[config.mk]
export PLATFORM = sky130hd
export DESIGN_NAME = fx_addsub_pipe
export DESIGN_NICKNAME = d
export VERILOG_FILES = /design/src/rtl/fx_pkg.sv /design/src/rtl/fx_convert.sv /design/src/rtl/fx_addsub_pipe.sv
export SDC_FILE = /design/constraint.sdc
export NUM_CORES = 1
export LEC_CHECK = 0
export CAP_MARGIN = 15
export CORE_MARGIN = 4
export CORE_UTILIZATION = 35
export CTS_BUF_LIST = sky130_fd_sc_hd__clkbuf_8
export CTS_CLUSTER_DIAMETER = 80
export DETAILED_ROUTE_END_ITERATION = 7
export PLACE_DENSITY = 0.58
export SYNTH_ARGS = -nofsm -noshare
export SYNTH_HDL_FRONTEND = slang
export SYNTH_SLANG_ARGS = --single-unit
[constraint.sdc]
create_clock -name i_clk -period 3.9 [get_ports i_clk]
set_clock_uncertainty 0.05 [all_clocks]
set_input_delay 0.39 -clock i_clk [delete_from_list [all_inputs] [get_ports i_clk]]
set_output_delay 0.39 -clock i_clk [all_outputs]
set_load 0.03 [all_outputs]
[src/rtl/fx_pkg.sv]
// fx_pkg: shared helpers for signed fixed-point arithmetic blocks
//   fx_max        - larger of two integers
//   fx_frac_i     - internal fraction bits covering both operands
//   fx_int_i      - internal integer bits, +2 for negation and sum growth
//   fx_drop       - fraction LSBs dropped when converting to the output format
//   fx_sat_limits - largest and smallest value representable in a signed w-bit word
package fx_pkg;

    typedef struct packed {
        logic signed [63:0] hi;
        logic signed [63:0] lo;
    } fx_lim_t;

    function automatic int fx_max(int a, int b);
        return a > b ? a : b;
    endfunction

    function automatic int fx_frac_i(int f1, int f2);
        return fx_max(f1, f2);
    endfunction

    function automatic int fx_int_i(int w1, int f1, int w2, int f2);
        return fx_max(w1 - f1, w2 - f2) + 2;
    endfunction

    function automatic int fx_drop(int frac_in, int frac_out);
        return frac_in > frac_out ? frac_in - frac_out : 0;
    endfunction

    function automatic fx_lim_t fx_sat_limits(int w);
        fx_lim_t l;
        l.hi = (64'sd1 <<< (w - 1)) - 64'sd1;
        l.lo = -(64'sd1 <<< (w - 1));
        return l;
    endfunction

endpackage

[src/rtl/fx_convert.sv]
// fx_convert: combinational signed Q-format requantiser (round/floor, saturate/wrap)
//   din  in  IN_W   signed value with IN_FRAC fraction bits
//   dout out OUT_W  signed value with OUT_FRAC fraction bits
//   ovf  out 1      value did not fit the output integer range
module fx_convert
    import fx_pkg::*;
#(
    parameter int IN_W     = 14,
    parameter int IN_FRAC  = 8,
    parameter int OUT_W    = 13,
    parameter int OUT_FRAC = 8,
    parameter bit SAT_EN   = 1'b1,
    parameter bit ROUND_EN = 1'b1
) (
    input  logic [IN_W-1:0]  din,
    output logic [OUT_W-1:0] dout,
    output logic             ovf
);

    localparam int PAD = OUT_FRAC > IN_FRAC ? OUT_FRAC - IN_FRAC : 0;
    localparam int D   = fx_drop(IN_FRAC, OUT_FRAC);
    // One spare bit above the padded input absorbs the rounding increment,
    // and the work width always exceeds OUT_W so the range test is exact.
    localparam int CW  = fx_max(IN_W + PAD + 1, OUT_W + 1);
    localparam fx_lim_t LIM = fx_sat_limits(OUT_W);
    localparam logic signed [CW-1:0] HI  = CW'(LIM.hi);
    localparam logic signed [CW-1:0] LO  = CW'(LIM.lo);
    localparam logic signed [CW-1:0] RND = (ROUND_EN && D > 0) ? CW'(1) << (D > 0 ? D - 1 : 0) : '0;

    logic signed [CW-1:0] ext, rnd, sh;
    logic                 hi, lo;

    assign ext  = CW'($signed(din)) <<< PAD;
    assign rnd  = ext + RND;
    assign sh   = rnd >>> D;
    assign hi   = sh > HI;
    assign lo   = sh < LO;
    assign ovf  = hi | lo;
    assign dout = !SAT_EN ? sh[OUT_W-1:0] : hi ? HI[OUT_W-1:0] : lo ? LO[OUT_W-1:0] : sh[OUT_W-1:0];

endmodule

[src/rtl/fx_addsub_pipe.sv]
// fx_addsub_pipe: pipelined signed fixed-point add/subtract with requantisation and overflow count
//   i_clk, i_rst        clock, synchronous active-high reset
//   i_valid, i_sub      sample qualifier, 1 = subtract
//   i_data_1, i_data_2  signed Q-format operands
//   i_ovf_clr           clears the overflow counter
//   o_valid, o_data     result qualifier and value, LATENCY cycles after input
//   o_ovf, o_ovf_cnt    per-sample overflow flag and saturating event count
module fx_addsub_pipe
    import fx_pkg::*;
#(
    parameter int IN1_W    = 12,
    parameter int IN1_FRAC = 8,
    parameter int IN2_W    = 12,
    parameter int IN2_FRAC = 8,
    parameter int OUT_W    = 13,
    parameter int OUT_FRAC = 8,
    parameter int LATENCY  = 2,
    parameter bit SAT_EN   = 1'b1,
    parameter bit ROUND_EN = 1'b1,
    parameter int CNT_W    = 16
) (
    input  logic             i_clk,
    input  logic             i_rst,
    input  logic             i_valid,
    input  logic             i_sub,
    input  logic [IN1_W-1:0] i_data_1,
    input  logic [IN2_W-1:0] i_data_2,
    input  logic             i_ovf_clr,
    output logic             o_valid,
    output logic [OUT_W-1:0] o_data,
    output logic             o_ovf,
    output logic [CNT_W-1:0] o_ovf_cnt
);

    localparam int FRAC_I = fx_frac_i(IN1_FRAC, IN2_FRAC);
    localparam int INT_I  = fx_int_i(IN1_W, IN1_FRAC, IN2_W, IN2_FRAC);
    localparam int IW     = INT_I + FRAC_I;

    if (LATENCY < 1 || LATENCY > 16) begin : g_bad_latency
        $error("fx_addsub_pipe: LATENCY must be 1..16");
    end

    logic signed [IW-1:0] a, b, sum;
    logic [OUT_W-1:0]     cd;
    logic                 co;

    // Negating after extension keeps -(most negative input) exact.
    assign a   = IW'($signed(i_data_1)) <<< (FRAC_I - IN1_FRAC);
    assign b   = IW'($signed(i_data_2)) <<< (FRAC_I - IN2_FRAC);
    assign sum = i_sub ? a - b : a + b;

    fx_convert #(
        .IN_W    (IW),
        .IN_FRAC (FRAC_I),
        .OUT_W   (OUT_W),
        .OUT_FRAC(OUT_FRAC),
        .SAT_EN  (SAT_EN),
        .ROUND_EN(ROUND_EN)
    ) u_convert (
        .din (sum),
        .dout(cd),
        .ovf (co)
    );

    for (genvar k = 0; k < LATENCY; k++) begin : stg
        logic             v, o, v_in, o_in;
        logic [OUT_W-1:0] d, d_in;
        if (k == 0) begin : g_head
            assign v_in = i_valid;
            assign d_in = cd;
            assign o_in = co;
        end else begin : g_tail
            assign v_in = stg[k-1].v;
            assign d_in = stg[k-1].d;
            assign o_in = stg[k-1].o;
        end
        // Data only moves with a valid sample so outputs hold between samples.
        always_ff @(posedge i_clk) begin
            if (i_rst) begin
                v <= 1'b0;
                d <= '0;
                o <= 1'b0;
            end else begin
                v <= v_in;
                if (v_in) begin
                    d <= d_in;
                    o <= o_in;
                end
            end
        end
    end

    assign o_valid = stg[LATENCY-1].v;
    assign o_data  = stg[LATENCY-1].d;
    assign o_ovf   = stg[LATENCY-1].o;

    logic ev;
    assign ev = o_valid & o_ovf;

    // A clear coinciding with an event restarts at 1 so that event is kept.
    always_ff @(posedge i_clk) begin
        if (i_rst)
            o_ovf_cnt <= '0;
        else if (i_ovf_clr)
            o_ovf_cnt <= CNT_W'(ev);
        else if (ev && !(&o_ovf_cnt))
            o_ovf_cnt <= o_ovf_cnt + 1'b1;
    end

endmodule
==> results of run 1 <==
-- stage by stage --
step	power, uW	instance area, um^2	utilization (%)	setup WS (ps)	hold slack [ps]
2_1_floorplan	689	2580	-	1020	380
3_3_place_gp	770	3270	45.4	467	393
3_5_place_dp	771	3270	45.4	433	411
4_1_cts	1060	3360	46.6	730	425
5_1_grt	1110	3360	46.6	502	444
6_report	1050	3360	46.6	703	424
-- power groups by stage --
stage                     Combinational (uW)  Clock [uW]  Sequential (uW)
after floorplan                          164           0              525
final                                    249         289              510
after global placement                   249           0              521
after global routing                     278         322              513
after CTS                                250         304              510
after detailed placement                 249           0              521
-- layout by cell type, fill, tap and decap left out, types with 3 or more instances in the layout --
| cell | count |
|---|---|
| xor2_1 | 8 |
| ha_1 | 14 |
| clkdlybuf4s50_1 | 59 |
| nor3_1 | 11 |
| nand2_1 | 18 |
| inv_1 | 12 |
| and2_1 | 3 |
| dfxtp_1 | 46 |
| nand2b_1 | 4 |
| clkbuf_8 | 6 |
| xnor2_1 | 16 |
| nor2_1 | 49 |
| a211oi_1 | 5 |
| o21bai_1 | 3 |
| or3_1 | 6 |
| a21oi_1 | 21 |
| nand4_1 | 7 |
| nand3_1 | 6 |
| and3_1 | 3 |
| o21ai_0 | 15 |
| mux2i_1 | 20 |
-- synthesized netlist by cell type (all sizes together) --
cell / count / share of area, %
mux2i: 20 / 7.7
nor2b: 1 / 0.24
buf: 3 / 0.44
a221oi: 1 / 0.34
and2: 3 / 0.73
a21oi: 21 / 4.1
or4: 2 / 0.58
ha: 14 / 6.8
nor4: 3 / 1.5
o21bai: 3 / 0.87
or2: 1 / 0.24
nand2: 18 / 2.6
nor3b: 2 / 0.58
clkbuf: 8 / 1.2
or3: 7 / 1.9
dfxtp: 46 / 36
nor3: 11 / 2.1
o21ai: 16 / 3.1
nand4: 8 / 2.5
a21o: 2 / 0.58
or3b: 1 / 0.34
o21ba: 1 / 0.39
a31oi: 2 / 0.48
and3: 3 / 0.73
nand3: 6 / 1.2
o31ai: 1 / 0.29
nand2b: 4 / 0.97
o2111a: 1 / 0.44
o211ai: 1 / 0.29
xor2: 8 / 2.7
inv: 11 / 1.6
and4: 1 / 0.44
nor2: 49 / 7.1
a22o: 1 / 0.34
xnor2: 16 / 5.4
fa: 1 / 0.77
a32o: 2 / 0.77
a211oi: 6 / 1.9
-- layout make-up --
type | count | share of cell area (%)
clock buffer | 6 | 2.46
clock inverter | 2 | 0.260
inverter | 11 | 1.23
multi-input combinational | 237 | 47.0
sequential | 46 | 27.4
tap | 99 | 3.68
timing repair buffer | 61 | 18.0
-- sequential cells by signal, summed over array words and instances (netlist names) --
name       cells
o_ovf_cnt     16
o_data        13
stg.d         13
o_ovf          1
o_valid        1
stg.o          1
stg.v          1
-- cells by family after synthesis --
kind of cell             synth area share [%]
AND/OR/NAND/NOR                          23.8
multiplexers                             7.75
XOR/XNOR                                 8.14
buffers and inverters                    3.20
flip-flops                               35.6
adder cells (fa/ha/maj)                  7.55
AO/OA/AOI/OAI                            13.9
-- path summary, 6_finish.rpt --
| kind | cells after the start | slack [ps] | from | to |
|---|---|---|---|---|
| worst max-delay path | 13 | 700 | i_data_2[0] | stg[0].d[12] |
| worst min-delay path | 2 | 420 | stg[0].d[7] | stg[0].d[7] |
| worst max register to register | 6 | 1870 | o_ovf_cnt[0] | o_ovf_cnt[0] |
| worst min register to register | 2 | 420 | stg[0].d[7] | stg[0].d[7] |
-- critical path: stages --
cell and delay [ps]:
clkdlybuf4s50_1 550, inv_1 60, ha_1 230, nand2b_1 150, o21bai_1 90, xor2_1 150, ha_1 350, a21oi_1 220
nand2_1 100, a221oi_1 510, o21ai_0 200, xnor2_1 170, a211oi_2 200
-- routing by layer --
metal  global-route usage [%]  share of wire (%)
met1                     15.3                 48
met4                     5.05                1.8
met5                        0                  0
met3                     2.56                5.2
met2                     22.0                 45
==> impl_metrics.ini, run 1 <==
[run_status]
outcome = complete, no violations

[synth]
synthCells = 305
synth_nets = 349
synth_seq_cells = 46
ys_types = 44
avgSynthCellArea_um2 = 8.47
yosys_warnings = 0
synth.cell_area_um2 = 2580
seq_area_frac_synth_pct = 35.6

[cts]
htreeDepth = 2
cts_setup_buffers = 0
cts-root-buf = clkbuf_8
cts_sinks = 46
cts_resized = 0
cts_buffers = 5
cts_buffer_depth = 2
cts_tree = done
clkLatencyLatePin_ps = 290
clk_pin_slew_ps = 80
hold_buffers = 0

[setup_path]
worstPathArrival_ps = 3370
crit_fanout = 5
end_kind = flop
crit_type = input pin to flop
required_ps = 4070
start_kind = input pin

[sta]
min_period_over_period_pct = 82.0
finalSetupViolations = 0
period_minus_slack_ps = 3200
hold_violations = 0
grt_setup_unrepaired = no
worstMarginPinSlew_ps = 858
maxSlewHeadroom_pct = 42.7
fmax_mhz = 313
finalMaxSlewViolations = 0
fin_setup_tns_ps = 0

[placement]
port-buffer-count = 59
dp_hpwl_mm = 4.45
place_inst = 454
gp_congestion = 0.838

[flow_run]
cap_violations = 0

[finish]
fillers = 729
multiInputGateArea_um2 = 1580
antennaDiodeCount = 0
drive_above_1_share_pct = 4.68
syn_to_final_growth_pct = 30.2
finalNonFillerCells = 462
nets = 406
regArea_um2 = 921

[grt]
grt_pass1_wl_mm = 9.16
grtUsageTotal_pct = 12.7
overflow = 0
grt_pass1_vias = 2139
antenna_found_initial = 0
grt_max_degree = 17

[route]
drt-vias-per-instance = 4.87
first_iter_violations = 66
drt-wirelength-per-cell_um = 11.9
drc = 0
finalWirelength_mm = 5.51
antenna_left = 0
num_vias = 2250
dr.pass1.iters = 4

[floorplanning]
start_util_pct = 35.8
row_count = 31
ios = 60
die_area_um2 = 8820
die_h_um = 93.9
core_area_um2 = 7210
die_w_um = 93.9

[min_path]
hold_class = flop to flop

[power_and_ir_drop]
p_per_area_nw_per_um2 = 312
switching_share_pct = 27.9
leakagePower_uw = 0.00125
ir_drop_mv = 0.125
combPwrFrac_pct = 23.7
clkPwrFrac_pct = 27.6
power_frac_seq_pct = 48.7
power_switching_uw = 293
internal-power_uw = 755
Power figures use the tool's default switching activity.
==> inputs of run 2 (changes only) <==
==> constraint.sdc (replaced) <==
create_clock -name i_clk -period 3.2 [get_ports i_clk]
set_clock_uncertainty 0.05 [all_clocks]
set_input_delay 0.32 -clock i_clk [delete_from_list [all_inputs] [get_ports i_clk]]
set_output_delay 0.32 -clock i_clk [all_outputs]
set_load 0.03 [all_outputs]
==> impl_metrics.ini, run 2 (synthesis results as in run 1) <==
[grt]
antenna_found_initial = 0
grtUsageTotal_pct = 12.9
overflow = 0
grt_max_degree = 18
grt_pass1_wl_mm = 9.28
grt_pass1_vias = 2114

[power_and_ir_drop]
leakagePower_uw = 0.00136
p_per_area_nw_per_um2 = 394
internal-power_uw = 1030
power_switching_uw = 365
clkPwrFrac_pct = 31.1
combPwrFrac_pct = 24.4
switching_share_pct = 26.2
power_frac_seq_pct = 44.5
ir_drop_mv = 0.186

[setup_path]
path_buf_inv = 1
cp.depth = 11
worstPathArrival_ps = 3110
required_ps = 3360
crit_type = input pin to flop
reg2reg_depth = 6
critPathSlowestCell = a221oi_1
crit_fanout = 5
end_kind = flop
start_kind = input pin
cp_cell_sequence = clkdlybuf4s50_1 > or3_4 > o21bai_1 > xor2_1 > ha_1 > a21oi_1 > nand2_1 > a221oi_1 > o21ai_0 > xnor2_1 > a211oi_2
critPathMaxStageDelay_ps = 450
cpLargestDelayFamily = compound AO/OA/AOI/OAI gates

[finish]
largest_register = o_ovf_cnt
post-route-util_pct = 49.1
final_common_cell = clkdlybuf4s50_1
design_area_um2 = 3540
drive_above_1_share_pct = 9.92
largest_register_ffs = 16
syn_to_final_growth_pct = 37.1
antennaDiodeCount = 0
layout_common_cells = clkdlybuf4s50_1 (59), nor2_1 (49), dfxtp_1 (46)
nets = 427

[cts]
clkLatencyLatePin_ps = 300
cts_resized = 0
cts_buffers = 5
cts_setup_buffers = 0
cts_tree = done
clk_pin_slew_ps = 80
cts_buffer_depth = 2
cts_sinks = 46
htreeDepth = 2
cts-root-buf = clkbuf_8
hold_buffers = 0

[sta]
finalMaxSlewViolations = 0
finalSetupViolations = 0
fmax_mhz = 339
worstMarginPinSlew_ps = 815
grt_setup_unrepaired = no
finalWorstSetupSlack_ps = 254
fin_hold_ws_ps = 417
min_period_over_period_pct = 92.0
fin_setup_tns_ps = 0
maxSlewHeadroom_pct = 45.6
period_minus_slack_ps = 2950
hold_violations = 0

[floorplanning]
start_util_pct = 35.8
die_area_um2 = 8820
die_h_um = 93.9
die_w_um = 93.9
core_area_um2 = 7210
row_count = 31
ios = 60

[placement]
dp_hpwl_mm = 4.52
dpl_cell_area_um2 = 3430
gp_congestion = 0.799
port-buffer-count = 59
dp_worst_setup_slack_ps = -49.9

[route]
num_vias = 2307
drt-vias-per-instance = 4.79
wl_met2_mm = 2.58
wl_met3_um = 275
dr.max_layer_used = met4
first_iter_violations = 88
antenna_left = 0
finalWirelength_mm = 5.60
dr.pass1.iters = 4
wl_met1_mm = 2.67
drt-wirelength-per-cell_um = 11.6
drc = 0

[flow_run]
cap_violations = 0

[min_path]
hold_class = flop to flop
whs_path_depth = 1

[run_status]
outcome = complete, no violations
## run 2: changes by cell type in the layout (fill, tap and decap cells not counted)
cell / before / now
buf_4: 2 / 23
clkinv_2: 1 / 0
inv_1: 12 / 11
bufinv_16: 0 / 1
## run 2: worst paths after layout
kind                 from           end  slack (ps)
min reg2reg      stg[0].o      stg[0].o         420
min              stg[0].o      stg[0].o         420
max reg2reg  o_ovf_cnt[0]  o_ovf_cnt[0]        1190
max           i_data_2[3]  stg[0].d[12]         250
## run 2: power groups by stage
stage          clock network [uW]  registers (uW)  logic (uW)
2_1_floorplan                   0             640         199
3_3_place_gp                    0             634         339
3_5_place_dp                    0             635         341
4_1_cts                       450             621         342
5_1_grt                       472             625         381
6_report                      434             621         340
## run 2: per-stage QoR
step	power, uW	instances
after floorplan	839	305
after global placement	973	475
after detailed placement	976	475
after CTS	1410	482
after global routing	1480	482
final	1390	482
## run 2: worst reg2reg max path, delay by kind of cell (launching register included)
| kind | cells | cell delay, ps |
|---|---|---|
| compound gates | 1 | 130 |
| fa+ha+maj | 1 | 220 |
| flops | 1 | 400 |
| simple gates | 4 | 1140 |
## run 2: area by class of cell
| cell class | count | area, um^2 |
|---|---|---|
| repair buffers | 82 | 763 |
| clock buffers | 6 | 82.6 |
| inverters | 11 | 41.3 |
| fillers | 719 | 3670 |
| multi-input cells | 237 | 1580 |
| well taps | 99 | 124 |
| clock inverters | 1 | 30.0 |
| flip-flops and latches | 46 | 921 |
## run 2: metal layers
layer / global-route usage, % / vias to the layer above
met1: 16.3 / 1022
met5: 0 / -
met3: 2.24 / 5
met4: 4.57 / 0
met2: 22.0 / 53
li1: - / 1227
==> inputs of run 3 (changes only) <==
--- a/config.mk
+++ b/config.mk
@@ -8,10 +8,12 @@
 export CAP_MARGIN = 15
 export CORE_MARGIN = 4
 export CORE_UTILIZATION = 35
-export CTS_BUF_LIST = sky130_fd_sc_hd__clkbuf_8
+export CTS_BUF_LIST = sky130_fd_sc_hd__clkbuf_4
 export CTS_CLUSTER_DIAMETER = 80
 export DETAILED_ROUTE_END_ITERATION = 7
 export PLACE_DENSITY = 0.58
+export SETUP_SLACK_MARGIN = 0.2
+export SLEW_MARGIN = 20
 export SYNTH_ARGS = -nofsm -noshare
 export SYNTH_HDL_FRONTEND = slang
 export SYNTH_SLANG_ARGS = --single-unit
==> impl_metrics.ini, run 3 (synthesis results as in run 1) <==
[setup_path]
cpLargestDelayFamily = compound AO/OA/AOI/OAI gates
cp.depth = 12
crit_type = input pin to flop
reg2reg_slack_ps = 1180
critPathSlowestCell = or3_4
cp_cell_sequence = clkdlybuf4s50_1 > or3_4 > o21bai_1 > xor2_1 > ha_1 > a21oi_1 > buf_4 > o21ai_1 > a21oi_1 > o21bai_1 > or3_1 > a32o_1
required_ps = 3400
worstPathArrival_ps = 3000
reg2reg_depth = 6
critPathMaxStageDelay_ps = 430
path_buf_inv = 2
end_kind = flop
crit_fanout = 5
start_kind = input pin

[route]
wl_met1_mm = 2.70
drc = 0
wl_met3_um = 262
antenna_left = 0
dr.pass1.iters = 4
finalWirelength_mm = 5.63
drt-vias-per-instance = 4.77
num_vias = 2300
wl_met2_mm = 2.58
drt-wirelength-per-cell_um = 11.7
first_iter_violations = 67
dr.max_layer_used = met4

[grt]
antenna_found_initial = 0
overflow = 0
grtUsageTotal_pct = 12.9
grt_max_degree = 18
grt_pass1_wl_mm = 9.26
grt_pass1_vias = 2106

[floorplanning]
ios = 60
die_h_um = 93.9
core_area_um2 = 7210
die_area_um2 = 8820
die_w_um = 93.9
row_count = 31
start_util_pct = 35.8

[power_and_ir_drop]
combPwrFrac_pct = 26.4
switching_share_pct = 27.5
leakagePower_uw = 0.00134
clkPwrFrac_pct = 25.6
p_per_area_nw_per_um2 = 369
power_frac_seq_pct = 47.9
power_switching_uw = 357
ir_drop_mv = 0.173
internal-power_uw = 940

[sta]
finalWorstSetupSlack_ps = 405
grt_setup_unrepaired = no
worstMarginPinSlew_ps = 827
hold_violations = 0
min_period_over_period_pct = 87.4
fin_hold_ws_ps = 427
maxSlewHeadroom_pct = 44.8
finalSetupViolations = 0
finalMaxSlewViolations = 0
period_minus_slack_ps = 2800
fmax_mhz = 358

[finish]
largest_register = o_ovf_cnt
fillers = 722
antennaDiodeCount = 0
drive_above_1_share_pct = 10.2
design_area_um2 = 3510
syn_to_final_growth_pct = 36.0
largest_register_ffs = 16
nets = 427
layout_common_cells = clkdlybuf4s50_1 (59), nor2_1 (49), dfxtp_1 (46)
final_common_cell = clkdlybuf4s50_1

[cts]
clkLatencyLatePin_ps = 360
clk_pin_slew_ps = 120
cts_tree = done
hold_buffers = 0
cts_sinks = 46
cts-root-buf = clkbuf_4
cts_buffer_depth = 2
htreeDepth = 2
cts_buffers = 5

[min_path]
whs_path_depth = 2
hold_class = flop to flop

[run_status]
outcome = complete, no violations

[flow_run]
cap_violations = 0

[placement]
gp_congestion = 0.799
dp_hpwl_mm = 4.52
dp_worst_setup_slack_ps = -49.9
dpl_cell_area_um2 = 3430
port-buffer-count = 59
run 3: changes by cell type in the layout (fill, tap and decap cells not counted):
cell,previous run,this run
nor4_1,1,0
nor4_2,1,2
a221oi_2,0,1
clkbuf_8,6,0
clkbuf_4,0,5
clkinv_1,0,1
a221oi_1,1,0
run 3: metrics by stage:
step	instances	power (uW)	utilization (%)	setup TNS [ps]
final	482	1300	48.7	0
after global routing	482	1380	48.7	0
after CTS	482	1310	48.5	0
after detailed placement	475	976	47.5	-70.1
after global placement	475	973	47.5	0
after floorplan	305	839	-	0
run 3: power groups by stage:
stage,Clock (uW),Sequential [uW],Combinational (uW)
2_1_floorplan,0,640,199
3_3_place_gp,0,634,339
3_5_place_dp,0,635,341
4_1_cts,347,622,342
5_1_grt,370,626,385
6_report,332,621,343
run 3: path summary, 6_finish.rpt:
path,start,endpoint
hold reg to reg,stg[0].d[7],stg[0].d[7]
hold / removal,stg[0].d[7],stg[0].d[7]
setup reg to reg,o_ovf_cnt[0],o_ovf_cnt[0]
setup / recovery,i_data_2[3],stg[0].d[11]
run 3: worst reg2reg max path: cells and delay by family (launching register included):
family	cells	cell delay, ps
simple gates	4	1130
flops	1	410
fa+ha+maj	1	220
compound gates	1	130
run 3: repair_timing:
action                                  4_1_cts  5_1_grt
setup buffers                                 0        0
gates resized for setup                       0        2
endpoints found under the setup margin        0        3
run 3: layout make-up:
| class | instances | area, um^2 | share of cell area (%) |
|---|---|---|---|
| timing repair buffer | 82 | 763 | 21.7 |
| clock buffer | 5 | 37.5 | 1.07 |
| inverter | 11 | 41.3 | 1.18 |
| multi-input combinational | 237 | 1590 | 45.3 |
| sequential | 46 | 921 | 26.2 |
| clock inverter | 2 | 33.8 | 0.962 |
| tap | 99 | 124 | 3.53 |
run 3: per-layer routing:
layer / vias up / global-route usage [%]
met5: - / 0
met4: 0 / 4.57
met3: 8 / 2.24
met2: 55 / 21.8
met1: 1011 / 16.4
li1: 1226 / -
